[src/rtl/button_conditioner.sv]
// button_conditioner
//   Multi-channel push-button conditioner: two-flop synchroniser, symmetric
//   press/release debounce and registered one-cycle press/release strobes.
//   Optional auto-repeat of press strobes while held, compiled in with
//   `BUTTON_CONDITIONER_REPEAT_EN.
//
// Ports
//   clk           in   1         system clock, rising edge
//   rst_n         in   1         synchronous active-low reset
//   btn           in   CHANNELS  raw asynchronous buttons, 1 = pressed
//   state         out  CHANNELS  debounced level
//   press         out  CHANNELS  one-cycle strobe on accepted press (and repeats)
//   release_pulse out  CHANNELS  one-cycle strobe on accepted release
//                                (`release` is a reserved word in SystemVerilog)
module button_conditioner #(
    parameter int unsigned CHANNELS      = 4,
    parameter int unsigned STABLE_CYCLES = 1000000,
    parameter int unsigned HOLD_CYCLES   = 50000000,
    parameter int unsigned REPEAT_CYCLES = 10000000
) (
    input  logic                clk,
    input  logic                rst_n,
    input  logic [CHANNELS-1:0] btn,
    output logic [CHANNELS-1:0] state,
    output logic [CHANNELS-1:0] press,
    output logic [CHANNELS-1:0] release_pulse
);

    localparam int unsigned CNT_W = $clog2(STABLE_CYCLES);

    // Reject unusable parameterisations at elaboration.
    if (CHANNELS < 1 || STABLE_CYCLES < 2 || HOLD_CYCLES < 1 || REPEAT_CYCLES < 1) begin : g_bad_param
        $error("button_conditioner: illegal parameter value");
    end

    typedef enum logic {
        IDLE = 1'b0,
        HELD = 1'b1
    } btn_state_e;

    logic [CHANNELS-1:0] s1;
    logic [CHANNELS-1:0] s2;
    btn_state_e          cur     [CHANNELS];
    btn_state_e          cur_n   [CHANNELS];
    logic [CNT_W-1:0]    cnt     [CHANNELS];
    logic [CNT_W-1:0]    cnt_n   [CHANNELS];
    logic [CHANNELS-1:0] press_n;
    logic [CHANNELS-1:0] rel_n;

`ifdef BUTTON_CONDITIONER_REPEAT_EN
    localparam int unsigned RPT_MAX = (HOLD_CYCLES > REPEAT_CYCLES) ? HOLD_CYCLES : REPEAT_CYCLES;
    localparam int unsigned RPT_W   = $clog2(RPT_MAX + 1);

    logic [RPT_W-1:0]    rcnt   [CHANNELS];
    logic [RPT_W-1:0]    rcnt_n [CHANNELS];
    logic [CHANNELS-1:0] rep;      // first repeat already issued for this hold
    logic [CHANNELS-1:0] rep_n;
`endif

    // State register: synchroniser, debounce counters, level FSM, strobes.
    always_ff @(posedge clk) begin
        if (!rst_n) begin
            s1            <= '0;
            s2            <= '0;
            press         <= '0;
            release_pulse <= '0;
            for (int i = 0; i < int'(CHANNELS); i++) begin
                cur[i] <= IDLE;
                cnt[i] <= '0;
`ifdef BUTTON_CONDITIONER_REPEAT_EN
                rcnt[i] <= '0;
`endif
            end
`ifdef BUTTON_CONDITIONER_REPEAT_EN
            rep <= '0;
`endif
        end else begin
            s1            <= btn;
            s2            <= s1;
            press         <= press_n;
            release_pulse <= rel_n;
            for (int i = 0; i < int'(CHANNELS); i++) begin
                cur[i] <= cur_n[i];
                cnt[i] <= cnt_n[i];
`ifdef BUTTON_CONDITIONER_REPEAT_EN
                rcnt[i] <= rcnt_n[i];
`endif
            end
`ifdef BUTTON_CONDITIONER_REPEAT_EN
            rep <= rep_n;
`endif
        end
    end

    // Next state: any agreeing sample clears the count; STABLE_CYCLES
    // consecutive disagreeing samples flip the level and fire a strobe.
    always_comb begin
        press_n = '0;
        rel_n   = '0;
        for (int i = 0; i < int'(CHANNELS); i++) begin
            cur_n[i] = cur[i];
            cnt_n[i] = cnt[i];
        end
`ifdef BUTTON_CONDITIONER_REPEAT_EN
        rep_n = rep;
        for (int i = 0; i < int'(CHANNELS); i++) begin
            rcnt_n[i] = rcnt[i];
        end
`endif
        for (int i = 0; i < int'(CHANNELS); i++) begin
            if (s2[i] == (cur[i] == HELD)) begin
                cnt_n[i] = '0;
            end else if (cnt[i] == CNT_W'(STABLE_CYCLES - 1)) begin
                cnt_n[i]   = '0;
                cur_n[i]   = s2[i] ? HELD : IDLE;
                press_n[i] = s2[i];
                rel_n[i]   = ~s2[i];
            end else begin
                cnt_n[i] = cnt[i] + 1'b1;
            end
`ifdef BUTTON_CONDITIONER_REPEAT_EN
            // Idle, rising or releasing: restart the hold timer, no repeat.
            if (cur[i] == IDLE || cur_n[i] == IDLE) begin
                rcnt_n[i] = '0;
                rep_n[i]  = 1'b0;
            end else if (rcnt[i] == (rep[i] ? RPT_W'(REPEAT_CYCLES - 1) : RPT_W'(HOLD_CYCLES - 1))) begin
                rcnt_n[i]  = '0;
                rep_n[i]   = 1'b1;
                press_n[i] = 1'b1;
            end else begin
                rcnt_n[i] = rcnt[i] + 1'b1;
            end
`endif
        end
    end

    // Level output is the registered FSM state.
    always_comb begin
        for (int i = 0; i < int'(CHANNELS); i++) begin
            state[i] = (cur[i] == HELD);
        end
    end

endmodule

[config.mk]
export PLATFORM = sky130hd
export DESIGN_NAME = button_conditioner
export DESIGN_NICKNAME = d
export VERILOG_FILES = /design/src/rtl/button_conditioner.sv
export SDC_FILE = /design/constraint.sdc
export NUM_CORES = 1
export LEC_CHECK = 0
export BUFFER_PORTS_ARGS = -buffer_cell sky130_fd_sc_hd__buf_2
export CORE_UTILIZATION = 46
export CTS_CLUSTER_SIZE = 25
export DETAILED_ROUTE_END_ITERATION = 8
export GPL_ROUTABILITY_DRIVEN = 0
export GPL_TIMING_DRIVEN = 0
export PLACE_DENSITY = 0.64
export SYNTH_ARGS = -nofsm -noshare
export SYNTH_HDL_FRONTEND = slang
export SYNTH_SLANG_ARGS = --single-unit
[constraint.sdc]
create_clock -name clk -period 2 [get_ports clk]
set_clock_uncertainty 0.05 [all_clocks]
set_input_delay 0.2 -clock clk [delete_from_list [all_inputs] [get_ports clk]]
set_output_delay 0.2 -clock clk [all_outputs]
set_load 0.005 [all_outputs]
# [After elaboration in Yosys (flattened, before gate mapping)]
# Memories as Yosys holds them, arrays and structs flattened.
# Index checks and enable logic that the tools add are counted.
[word_totals] regBits=16 mem_bits_rw=84 output_inout_bits=12 elab_cells=75 mem_count=2
[op_classes] n_addsub=4 eq_ne=8 muxes=30 bitwise_logic=17 reduce_logical=4
[mem_list] name="cnt" words=4 width=20 rd=4 rd_clocked_by_memory_dff=0 wr=4 line="45" rtl="logic [CNT_W-1:0] cnt [CHANNELS];"
[mem_list] name="cur" words=4 width=1 rd=4 rd_clocked_by_memory_dff=0 wr=4 line="43" rtl="btn_state_e cur [CHANNELS];"
[ops] op="20-bit two-way mux" count=12
[ops] op="20-bit by 1-bit adder with 20-bit output, second input constant" count=4
[ops] op="20-bit equality test, second input constant" count=4
[ops] op="1-bit two-way mux" count=18
[ops] op="3-bit OR reduction" count=4
[ops] op="1-bit NOT" count=9
[ops] op="1-bit bitwise OR" count=8
[ops] op="1-bit equality test" count=4

# [Longest topological paths before layout]
[depth] depth_word=4 depth_mapped=7 mapped_depth_nobuf=5

# [Least setup slack after synthesis]
# Ideal clock, no wire load.
[synth_path] path_type="flip-flop to flip-flop" startpoint="memory cnt[2][15] (netlist name)" endpoint="memory cur[2] (netlist name) (enable)" setup_ns=0.290 arrival_time_ns=1.583 t_required_ns=1.660 setup_slack_ns=0.076 stages_incl_launch_ff=5 period_less_slack_ns=1.924 cell_sequence="dfxtp_1 or4b_1 or4_4 nor2_1 a21o_1"
[synth_lines] item="from (decl)" line="45"
[synth_lines] item="to (decl)" line="43"

==> reports/results.tsv <==
metric	value	unit
worstPathCellList	or4_4, or4_4, nor2_4, a21o_1	
ctsHtreeMaxLevel	3	
comb_power_share	3.2	%
multi_input_area	0.002181	sq mm
die_h	99.31	um
r2r-start	cnt[2][13]	
start_kind	flip-flop	
power.net_switching	0.0007560	W
place_hpwl	5.564	mm
required	2030	ps
leakagePower	1.582	nW
post-synth-top-count-cell	dfxtp_1	
critPathCapture	cur[2]	
worst_slew_pin_slew	508.6	ps
drt_first_iter_violations	60	
synthesis.nets	492	
critical_path_class	reg -> reg	
final-setup-viol-count	0	
synth_cell_types	43	
cp-end-kind	flip-flop	
cts_tree	yes	
grt_pass1_vias	2993	
async_reset_ff_share	0	%
yosys-top-cells-count	dfxtp_1, nor2_1, nand2_1, xor2_1, a21oi_1	
drv_slew	0	
synth_edf_count	3	
synth_area_leader_cell	dfxtp_1	
ys.warnings.count	0	
rrSetupSlack	10	ps
worstHoldPathType	in -> reg	
ys.flop_type	dfxtp_1	
post_drt_wl_per_cell	12.37	um
clockBufferDepth	2	
path_clk_slew	100	ps
internal_power	0.002601	W
cp_common_cell	or4_4	
crit_slowest_cell	or4_4	
rsz0062_at_grt	true	
cp-startpoint	cnt[2][13]	
top_layer	met4	
drt_first_pass_iters	4	
syn_area_per_cell	9.036	sq um
die_w	99.31	um
drive_gt1_share	13.63	%
ys_seq_elements	100	
grt_max_degree	17	
antenna_found_initial	0	
coreArea	0.009196	sq mm
crit_fanout	3	
synthesis.area	0.004355	sq mm
status	finished, final reports clean	
io_buffers	17	
grt_pass1_wl	13.51	mm
fmax	503.6	MHz
tns	0	ps
num_rows	35	
vdd_drop_max	0.4424	mV
cp_slowest_stage_delay	580	ps
cts_sinks	100	
start_util	47.36	%
synth.area.top_cells	dfxtp_1, xor2_1, nor2_1	
vias	3349	
yosys.area.top_type_share	44.58	%
clkPwrFrac	36.4	%
hold_viol	0	
wl_met1	3.925	mm
r2r_end	cur[2]	
ioPinCount	18	
pre_cts_ws	-154.4	ps
r2r_cells	4	
p_sw_share	22.52	%
root_buffer	clkbuf_8	
numCtsBuffers	9	
period_minus_slack	1986	ps
syn-instance-count	482	
regArea	0.002038	sq mm
route.detailed.drc	0	
die_area	0.009861	sq mm
fillers	862	
drt_wl_total	7.819	mm
grt_overflow	0	
diodes	0	
maxCapViolations	0	
ant_nets	0	
yosysSeqAreaShare	46.65	%
clkLatencyLatePin	360	ps
fin_crit_sh	99.28	%
syn_to_final_growth	11.98	%
dr_wl_met3	194	um
setup_slack	14.43	ps
worstPathArrival	2010	ps
grt_util_all_layers	16.91	%
seqPwrFrac	60.4	%
power_density	688.3	mW/mm^2
met2_length	3.599	mm
final_net_count	526	
slew_headroom	66.09	%
vias_per_cell	5.299	
==> stage by stage <==
stage	instance area [sq um]	total power [W]	hold WS [ps]	utilization, %	std cells
6_report	4877	0.003357	41.72	53.03	632
5_1_grt	4877	0.003496	38.30	53.03	632
4_1_cts	4838	0.003409	18.31	52.61	631
3_5_place_dp	4579	0.002170	369.3	49.80	610
3_3_place_gp	4579	0.002168	366.7	49.80	610
2_1_floorplan	4355	0.002140	277.3	-	482
==> worst max-delay path: cells and delay by family, from the launching register on <==
kind,cells,cell delay (ps)
AOI/OAI and AO/OA,1,120
DFF,1,330
and+or+nand+nor,3,1200
==> power groups by stage <==
stage / clock network [W] / logic, W / registers [W]
4_1_cts: 0.00128 / 0.000104 / 0.00203
3_5_place_dp: 0 / 0.0000955 / 0.00207
5_1_grt: 0.00134 / 0.000121 / 0.00203
2_1_floorplan: 0 / 0.0000681 / 0.00207
3_3_place_gp: 0 / 0.0000946 / 0.00207
6_report: 0.00122 / 0.000107 / 0.00203
==> cells by family (layout without fill, tap and decap cells) <==
| logic type | after synthesis | count (layout) | synth area share (%) |
|---|---|---|---|
| flip-flops | 100 | 100 | 46.65 |
| buffers and inverters | 39 | 78 | 4.309 |
| AND/OR/NAND/NOR | 229 | 229 | 29.13 |
| AO/OA/AOI/OAI | 59 | 59 | 8.503 |
| XOR/XNOR | 51 | 51 | 10.26 |
| adder cells (fa/ha/maj) | 4 | 4 | 1.149 |
==> state kept, by name (all words and copies together), names as in the netlist <==
name / flops
s1: 4
cnt: 80
press: 4
s2: 4
cur: 4
release_pulse: 4
==> worst min path at each step <==
stage / end / slack (ps) / startpoint / cells after the start
after floorplan: s1[0] / 280 / btn[0] / 1
after global placement: s2[1] / 370 / s1[1] / 1
after detailed placement: s2[2] / 370 / s1[2] / 1
after global routing: s1[0] / 40 / btn[0] / 2
final: s1[2] / 40 / btn[2] / 2
after CTS: s1[2] / 20 / btn[2] / 2
==> cell usage in the layout (no fill, tap or decap), types with 3 or more instances in the layout <==
master,Yosys,layout
dfxtp_1,97,92
nor2_1,60,59
nand2_1,29,28
xor2_1,27,27
a21oi_1,26,25
xnor2_1,24,24
nand3_1,23,22
buf_2,2,19
and2_1,17,17
inv_1,17,17
nand4_1,17,17
o21ai_0,17,16
or3_1,17,15
or4_1,13,12
clkbuf_1,12,11
o31ai_1,11,11
nor4_1,10,10
nor3_1,10,10
buf_4,4,10
clkbuf_8,0,9
and4_1,8,8
and3_1,6,5
dfxtp_2,0,5
nor4b_1,4,4
buf_6,3,3
nand4b_1,3,3
ha_1,4,3
edfxtp_1,3,3
==> routing by layer <==
metal  GRT usage [%]  up-vias
met1           22.27     1551
met2           27.62       29
met4           6.109        0
met5               0        -
met3           3.373       10
li1                -     1759
==> repair_timing <==
action                                 in CTS  in global routing
resized for setup                           9                 12
endpoints found under the hold margin       2                  0
setup endpoints to repair                  28                 55
gates cloned                                0                  0
pin swaps                                   2                  1
hold buffers                                2                  0
setup buffers                               4                  2
==> layout make-up <==
class / count / share of cell area (%)
buffer: 20 / 2.411
sequential: 100 / 41.79
inverter: 17 / 1.308
tap: 111 / 2.848
multi-input combinational: 343 / 44.72
clock buffer: 12 / 3.207
timing repair buffer: 25 / 3.079
clock inverter: 4 / 0.6414
Note: power is estimated with default switching activity, not from simulation.
